### src/rtl/sel_reg_pkg.sv
// Shared mode encoding and state type for the selecting register with scan.
package sel_reg_pkg;

  localparam logic [1:0] MODE_HOLD   = 2'b00;
  localparam logic [1:0] MODE_MANUAL = 2'b01;
  localparam logic [1:0] MODE_SCAN   = 2'b10;
  localparam logic [1:0] MODE_CLEAR  = 2'b11;

  typedef enum logic [1:0] {
    ST_HOLD   = 2'b00,
    ST_MANUAL = 2'b01,
    ST_SCAN   = 2'b10,
    ST_CLEAR  = 2'b11
  } state_e;

endpackage

### src/rtl/scan_ctr.sv
// Dwell counter and round-robin channel pointer for SCAN mode.
// adv_o fires on cycles where the current channel's dwell has expired;
// the pointer names the channel to load on that advance.
module scan_ctr #(
  parameter int NCH     = 4,
  parameter int DWELL_W = 8,
  parameter int SELW    = $clog2(NCH)
) (
  input  logic               clk,
  input  logic               rst_n,
  input  logic               start_i,   // first SCAN cycle: channel 0 loaded by top
  input  logic               run_i,     // subsequent SCAN cycles
  input  logic               clr_i,
  input  logic [DWELL_W-1:0] dwell_i,
  output logic               adv_o,
  output logic [SELW-1:0]    ptr_o,
  output logic               wrap_o
);

  localparam logic [SELW-1:0] PTR_LAST = SELW'(NCH - 1);

  logic [DWELL_W-1:0] cnt_q, cnt_d;
  logic [SELW-1:0]    ptr_q, ptr_d;

  assign adv_o  = run_i && (cnt_q == '0);
  assign ptr_o  = ptr_q;
  // Advancing onto channel 0 can only follow channel NCH-1.
  assign wrap_o = adv_o && (ptr_q == '0);

  // Next-state for counter and pointer; frozen unless scanning or clearing.
  always_comb begin
    cnt_d = cnt_q;
    ptr_d = ptr_q;
    if (clr_i) begin
      cnt_d = '0;
      ptr_d = '0;
    end else if (start_i) begin
      cnt_d = dwell_i;
      ptr_d = SELW'(1);
    end else if (run_i) begin
      if (cnt_q != '0) begin
        cnt_d = cnt_q - DWELL_W'(1);
      end else begin
        cnt_d = dwell_i;
        ptr_d = (ptr_q == PTR_LAST) ? '0 : ptr_q + SELW'(1);
      end
    end
  end

  // Counter/pointer registers.
  always_ff @(posedge clk or negedge rst_n) begin
    if (!rst_n) begin
      cnt_q <= '0;
      ptr_q <= '0;
    end else begin
      cnt_q <= cnt_d;
      ptr_q <= ptr_d;
    end
  end

endmodule

### src/rtl/sel_reg_scan.sv
// Registers one of NCH channels onto q, by manual select or autonomous
// round-robin scan. All outputs are registered.
module sel_reg_scan
  import sel_reg_pkg::*;
#(
  parameter  int WIDTH   = 4,
  parameter  int NCH     = 4,
  parameter  int DWELL_W = 8,
  localparam int SELW    = $clog2(NCH)
) (
  input  logic                   clk,
  input  logic                   rst_n,
  input  logic [1:0]             mode,
  input  logic [SELW-1:0]        sel,
  input  logic                   load_en,
  input  logic [DWELL_W-1:0]     dwell,
  input  logic [NCH*WIDTH-1:0]   din,
  output logic [WIDTH-1:0]       q,
  output logic [SELW-1:0]        q_ch,
  output logic                   q_valid,
  output logic                   scan_wrap
);

  localparam logic [SELW:0] NCH_L = (SELW+1)'(NCH);

  state_e state_q, state_d;

  logic [NCH-1:0][WIDTH-1:0] din_a;
  logic [WIDTH-1:0] q_q, q_d;
  logic [SELW-1:0]  ch_q, ch_d;
  logic             vld_q, vld_d;
  logic             wrap_q, wrap_d;

  logic             scan_start, scan_run, clr, sel_ok;
  logic             adv, ctr_wrap;
  logic [SELW-1:0]  ptr;

  assign din_a = din;
  // Out-of-range sel (non-power-of-2 NCH) must never index the mux.
  assign sel_ok = ({1'b0, sel} < NCH_L);

  assign scan_start = (state_d == ST_SCAN) && (state_q != ST_SCAN);
  assign scan_run   = (state_d == ST_SCAN) && (state_q == ST_SCAN);
  assign clr        = (state_d == ST_CLEAR);

  scan_ctr #(.NCH(NCH), .DWELL_W(DWELL_W), .SELW(SELW)) u_scan_ctr (
    .clk     (clk),
    .rst_n   (rst_n),
    .start_i (scan_start),
    .run_i   (scan_run),
    .clr_i   (clr),
    .dwell_i (dwell),
    .adv_o   (adv),
    .ptr_o   (ptr),
    .wrap_o  (ctr_wrap)
  );

  // Next state is a direct decode of mode; state_q remembers the last one
  // so SCAN entry can be detected.
  always_comb begin
    state_d = ST_HOLD;
    case (mode)
      MODE_HOLD:   state_d = ST_HOLD;
      MODE_MANUAL: state_d = ST_MANUAL;
      MODE_SCAN:   state_d = ST_SCAN;
      MODE_CLEAR:  state_d = ST_CLEAR;
      default:     state_d = ST_HOLD;
    endcase
  end

  // Output register next-state per mode.
  always_comb begin
    q_d    = q_q;
    ch_d   = ch_q;
    vld_d  = vld_q;
    wrap_d = 1'b0;
    case (state_d)
      ST_MANUAL: begin
        if (load_en && sel_ok) begin
          q_d   = din_a[sel];
          ch_d  = sel;
          vld_d = 1'b1;
        end
      end
      ST_SCAN: begin
        if (scan_start) begin
          q_d   = din_a[0];
          ch_d  = '0;
          vld_d = 1'b1;
        end else if (adv) begin
          q_d    = din_a[ptr];
          ch_d   = ptr;
          vld_d  = 1'b1;
          wrap_d = ctr_wrap;
        end
      end
      ST_CLEAR: begin
        q_d   = '0;
        ch_d  = '0;
        vld_d = 1'b0;
      end
      default: ;
    endcase
  end

  // State and output registers.
  always_ff @(posedge clk or negedge rst_n) begin
    if (!rst_n) begin
      state_q <= ST_HOLD;
      q_q     <= '0;
      ch_q    <= '0;
      vld_q   <= 1'b0;
      wrap_q  <= 1'b0;
    end else begin
      state_q <= state_d;
      q_q     <= q_d;
      ch_q    <= ch_d;
      vld_q   <= vld_d;
      wrap_q  <= wrap_d;
    end
  end

  assign q         = q_q;
  assign q_ch      = ch_q;
  assign q_valid   = vld_q;
  assign scan_wrap = wrap_q;

endmodule
### config.mk
export PLATFORM = sky130hd
export DESIGN_NAME = sel_reg_scan
export DESIGN_NICKNAME = d
export VERILOG_FILES = /design/src/rtl/sel_reg_pkg.sv /design/src/rtl/scan_ctr.sv /design/src/rtl/sel_reg_scan.sv
export SDC_FILE = /design/constraint.sdc
export NUM_CORES = 1
export LEC_CHECK = 0
export BUFFER_PORTS_ARGS = -buffer_cell sky130_fd_sc_hd__buf_2
export CORE_ASPECT_RATIO = 0.9
export CORE_MARGIN = 5
export CORE_UTILIZATION = 55
export CTS_BUF_LIST = sky130_fd_sc_hd__clkbuf_4 sky130_fd_sc_hd__clkbuf_8
export CTS_CLUSTER_DIAMETER = 40
export DETAILED_ROUTE_END_ITERATION = 10
export PLACE_DENSITY = 0.94
export SYNTH_ARGS = -nofsm -noshare
export SYNTH_HDL_FRONTEND = slang
export SYNTH_SLANG_ARGS = --single-unit
### constraint.sdc
create_clock -name clk -period 5.1 [get_ports clk]
set_clock_uncertainty 0.05 [all_clocks]
set_input_delay 0.51 -clock clk [delete_from_list [all_inputs] [get_ports clk]]
set_output_delay 0.51 -clock clk [all_outputs]
set_load 0.05 [all_outputs]
==> run metrics, run 1 <==
Core Util, Final=64.0%; simple-gate share of the synthesized area=17.3%; Worst Tran Pin Value=0.851 ns; Total GRT Usage=21.9%; final worst setup slack=2.96 ns; CTS Buffer Depth=2; TritonCTS clock tree=done; setup_tns=0 ns; Core ar.=~2700 um^2; Slew Limit Fails=0; share of flip-flops with an asynchronous set or reset=100%; endpoints failing hold=0; Lkg Pwr=0.774 nW; most frequent cells in the layout=buf_2 (38), dfrtp_1 (20), inv_1 (14), nor2_1 (9), o21ai_0 (7); TritonCTS buffer count=3; num rows=18; Layout area overhead=13.8%; worst hold path type=in2async; normalized max-slew margin=43.1%; # setup viols final=0; Setup crit start kind=flip-flop; post-synth cell types=50; remaining antenna violation count=0; Worst EP arrival=2.30 ns; WL final=3910 um; XOR/XNOR Fraction of Synth Area=0%; Final Wtd Congestion=0.964; Adder-Cell Fraction of Synth Area=3.32%; cells after synthesis=between 150 and 200; Starting Density=56.3%; maximum vdd drop=0.000128 V; Clk Tree Root Cell=clkbuf_4; Via density=6.52; die height=59.7 um; reg2reg path depth=4; Clk pin slew, worst setup/hold paths=0.12 ns; WL per Instance=18.3 um; Post-synth top flop=dfrtp_1; EDFF count, synth=0; drt pass-1 iters=5; Worst setup EP type=flip-flop; # H-tree levels=1; status=complete, no violations; # IOs=39; DR iter-0 viols=114; cell area after synthesis=about 1500 um^2; period utilization=42.0%; post-CTS sizing=0; setup slack at placement=~3.0 ns; # fillers=196; hold buffers post-CTS=0; commonest non-fill, non-tap cell in the layout=buf_2; Max Clk Rate=467 MHz; required time of the critical path=5.26 ns; RSZ-0062 raised after global routing=false; largest family of logic cells by synthesized area=compound AO/OA/AOI/OAI gates; worst-path maximum fanout=8; worst-skew pair later-pin latency=0.31 ns; first-pass GRT wire length=6580 um; Final Critical Period=2.14 ns; crit path kind=reg2reg; Clock Sinks=20; Die X=65.2 um; DP HPWL=between 2000 and 3000 um; Seq cells post-synth=20; Final nets=roughly 220; GR Overflow Total=0; vias in the first global route=1378; largest net degree at the start of global routing=32; Pwr per Cell Area=289 nW/um^2; DRC errors left=0; Die ar.=around 3900 um^2; mux contribution to synthesized area=between 10 and 15%; Setup Buffers After CTS=0; Compound-Gate Fraction of Synth Area=between 20% and 30%; number of max-cap violations=0; worst hold slack=0.0692 ns; sequential share of the synthesized area=33.2%; Syn Nets=188; Vias=1388; number of port buffers=38; Ys Warns=0; Ant. Diodes=0; share of layout cells above drive strength 1=34.4%; mean post-synth cell area=approximately 10 um^2; initial antenna violation count=0
==> power by group <==
part	internal, mW	total [mW]	switching, mW
Sequential	0.179	0.206	0.0272
Clock	0.0437	0.0974	0.0538
Combinational	0.0787	0.191	0.113
Total	0.301	0.495	0.194
==> through the flow <==
step	cell area (um^2)	total power, mW	cells
6_report	1720	0.495	213
2_1_floorplan	1510	0.348	153
3_5_place_dp	1680	0.395	209
3_3_place_gp	1680	0.387	209
4_1_cts	1720	0.492	213
5_1_grt	1720	0.524	213
==> flip-flops by register name, summed over array words and instances, names as in the netlist <==
signal            flops
u_scan_ctr.cnt_q      8
q                     4
q_ch                  2
state_q               2
u_scan_ctr.ptr_o      2
q_valid               1
scan_wrap             1
==> cell type report <==
class	instances	area, um^2	share of cell area (%)
clock buffer	4	36.3	2.12
inverter	14	52.6	3.06
multi-input combinational	107	898	52.4
sequential	20	500	29.2
tap	30	37.5	2.19
timing repair buffer	38	190	11.1
==> kinds of logic after synthesis <==
| logic type | count (synthesis) |
|---|---|
| simple gates | 43 |
| fa+ha+maj | 4 |
| buf+inv | 26 |
| mux | 14 |
| compound gates | 46 |
| flops | 20 |
==> path summary, 6_finish.rpt <==
kind                                            from                    to  slack (ns)
min in group clk                             mode[0]  state_q[0]$_DFF_PN0_        0.37
worst min-delay path                           rst_n   q_ch[0]$_DFFE_PN0P_        0.07
worst max register to register  state_q[1]$_DFF_PN0_      q[3]$_DFFE_PN0P_        2.96
worst min register to register      q[3]$_DFFE_PN0P_      q[3]$_DFFE_PN0P_        0.47
worst max-delay path            state_q[1]$_DFF_PN0_      q[3]$_DFFE_PN0P_        2.96
max in group asynchronous                      rst_n  state_q[1]$_DFF_PN0_        4.61
==> layer usage <==
layer	track usage [%]	wire length, um	up-vias
li1	-	-	647
met1	28.2	1550	639
met2	35.5	1880	87
met3	3.95	354	15
met4	11.2	123	0
met5	0	0	-
==> critical path, cell delays in order (launching register included) <==
cell,delay (ns)
dfrtp_1,0.45
nor2b_1,0.71
o21ai_4,0.18
a21oi_4,0.32
mux2_4,0.32
==> synth_stat cells (3+ instances only) <==
cell type	count	area, um^2
mux2_2	3	33.8
o21a_1	4	30.0
clkbuf_1	9	33.8
nor4bb_1	3	30.0
o221ai_1	6	52.6
a22o_2	3	30.0
mux2i_1	4	40.0
o22ai_1	5	31.3
nor2b_1	3	18.8
mux2_4	3	45.0
nand2b_1	3	18.8
ha_1	4	50.1
o21ai_0	7	35.0
mux4_2	4	90.1
inv_1	14	52.6
nor2_1	9	33.8
nand2_1	5	18.8
nand3_1	3	15.0
dfrtp_1	20	500
a21oi_1	3	15.0
nor3_1	4	20.0
No activity file was read; power rests on OpenSTA's default activity.
==> run 2, diff against run 1 <==
Settings changed: ABC_AREA set to 1, PLACE_DENSITY 0.94 to 0.93.
Clock period 5.1 ns to 2.2 ns, I/O delays scaled along.
==> run metrics, run 2 <==
status=complete, no violations; Reg power frac=35.3%; commonest non-fill, non-tap cell in the layout=nand2_1; maximum vdd drop=0.000759 V; share of layout cells above drive strength 1=21.6%; required time of the critical path=2.41 ns; Clk Tree Root Cell=clkbuf_4; Compound-Gate Fraction of Synth Area=8.94%; Max Clk Rate=between 600 and 700 MHz; Syn Nets=287; design internal power=0.834 mW; num rows=18; mux contribution to synthesized area=0%; Synth area leaders=dfrtp_1 (31%), nand2_1 (26%), inv_1 (6.4%); Final Critical Period=1.60 ns; number of port buffers=38; Logic pwr share=43.8%; EDFF count, synth=0; most frequent cells after synthesis=nand2_1 (112), inv_1 (27), dfrtp_1 (20); worst-path maximum fanout=11; largest net degree at the start of global routing=21; Ys Warns=0; GR Overflow Total=0; period utilization=72.8%; share of flip-flops with an asynchronous set or reset=100%; Lkg Pwr=~1.1 nW; Setup crit start kind=flip-flop; first-pass GRT wire length=~6500 um; die height=just over 60 um; simple-gate share of the synthesized area=43.1%; most frequent cells in the layout=nand2_1 (112), buf_2 (38), inv_1 (27), dfrtp_1 (20), nand3_1 (17); Via density=5.05; post-synth cell types=26; Seq cells post-synth=20; Clock Sinks=20; Die X=66.8 um; Starting Density=57.6%; leading area contributor after synthesis=dfrtp_1; switching share of power=42.6%; Ant. Diodes=0; TritonCTS clock tree=done; Min-Delay Path Depth=1; Core ar.=approximately 2800 um^2; Worst EP arrival=1.82 ns; remaining antenna violation count=0; worst-skew pair later-pin latency=0.31 ns; area of placed instances=roughly 1800 um^2; number of max-cap violations=0; # setup viols final=0; DRC errors left=0; Post-synth top flop=dfrtp_1; endpoints failing hold=0; number of flip-flops in the largest register=8; clock share of power=21.0%; Pwr per Cell Area=783 nW/um^2; WL final=3730 um; XOR/XNOR Fraction of Synth Area=2.20%; Clk pin slew, worst setup/hold paths=0.12 ns; Overall Power=about 1.5 mW; Worst setup EP type=flip-flop; reg2reg path depth=10; normalized max-slew margin=64.3%; mean post-synth cell area=6.33 um^2; initial antenna violation count=0; DP HPWL=2860 um; CTS Buffer Depth=2; Total GRT Usage=between 20% and 30%; NetSw=between 0.6 and 0.7 mW; fin area=1860 um^2; WL per Instance=11.4 um; Final Wtd Congestion=0.918; RSZ-0062 raised after global routing=false; cell area after synthesis=1600 um^2; setup_tns=0 ns; Worst Tran Pin Value=0.535 ns; Largest Register=u_scan_ctr.cnt_q; Yosys top cell area share=between 30% and 40%; # IOs=39; cells after synthesis=252; Vias=about 1700; largest family of logic cells by synthesized area=simple AND/OR/NAND/NOR gates; DR iter-0 viols=88; Final nets=323; Die ar.=4080 um^2; drt pass-1 iters=6; TritonCTS buffer count=3; # H-tree levels=1; crit path kind=reg2reg; Adder-Cell Fraction of Synth Area=~3.1%; Layout area overhead=16.3%; most instantiated library cell after synthesis=nand2_1; worst hold path type=in2reg; sequential share of the synthesized area=about a third; Slew Limit Fails=0; vias in the first global route=1514
run 2: cell count changes in the layout (fill, tap and decap cells not counted), sizes merged, moves of 8 or more:
cell | previous run | this run
nand2 | 5 | 118
nor2 | 9 | 19
o21ai | 8 | 16
nand3 | 3 | 18
inv | 14 | 35
run 2: stage by stage:
step	utilization [%]	setup WS (ns)	hold slack [ns]	instances
floorplan	-	0.784	-0.126	252
global placement	64.7	0.722	0.135	322
detailed placement	64.7	0.621	0.142	322
CTS	67.0	0.592	0.0443	327
global route	67.0	0.383	0.0315	327
finish	67.0	0.597	0.0545	327
run 2: worst paths after layout:
path,startpoint,to,slack [ns]
setup / recovery,u_scan_ctr.cnt_q[0]$_DFFE_PN0P_,q[2]$_DFFE_PN0P_,0.60
hold / removal,mode[0],state_q[0]$_DFF_PN0_,0.05
setup reg to reg,u_scan_ctr.cnt_q[0]$_DFFE_PN0P_,q[2]$_DFFE_PN0P_,0.60
hold reg to reg,q_ch[0]$_DFFE_PN0P_,q_ch[0]$_DFFE_PN0P_,0.44
max in group asynchronous,rst_n,u_scan_ctr.ptr_o[1]$_DFFE_PN0P_,1.47
min in group asynchronous,rst_n,u_scan_ctr.cnt_q[5]$_DFFE_PN0P_,0.32
run 2: worst max-delay path, stage by stage, from the launching register on:
cell and delay, ns:
dfrtp_1 0.41, inv_1 0.10, ha_1 0.17, nand2_1 0.05, nor2_1 0.09, nand2_1 0.13
nand2_4 0.16, nand2_2 0.15, nor2_1 0.12, nand2_1 0.06, nand2_1 0.05
run 2: cells by family after synthesis:
group / after synthesis
AOI/OAI and AO/OA: 25
xor gates and xnor gates: 4
adders and majority gates: 4
buffers and inverters: 43
DFF: 20
and+or+nand+nor: 156
run 2: cell type report:
class,count,area [um^2]
fill,252,915
clock buffer,3,22.5
clock inverter,1,30.0
timing repair buffer,39,200
sequential,20,500
tap,40,50.0
inverter,35,136
multi-input combinational,189,916
run 2: layer usage:
layer / up-vias / track usage (%) / share of wire [%]
met1: 747 / 28.7 / 44
met4: 0 / 4.93 / 1.1
met3: 6 / 4.93 / 7.8
li1: 839 / - / -
met5: - / 0 / 0
met2: 58 / 34.9 / 47
run 2: timing repair:
item | CTS | global route
setup buffers | 0 | 0
gates resized for setup | 0 | 0
hold endpoints to repair | 20 | 0
hold buffers | 1 | 0
run 2: power by group through the flow:
| stage | registers, mW | logic (mW) | clock network [mW] |
|---|---|---|---|
| floorplan | 0.543 | 0.459 | 0 |
| global route | 0.524 | 0.728 | 0.330 |
| global placement | 0.516 | 0.608 | 0 |
| CTS | 0.511 | 0.639 | 0.309 |
| detailed placement | 0.517 | 0.627 | 0 |
| finish | 0.512 | 0.636 | 0.305 |
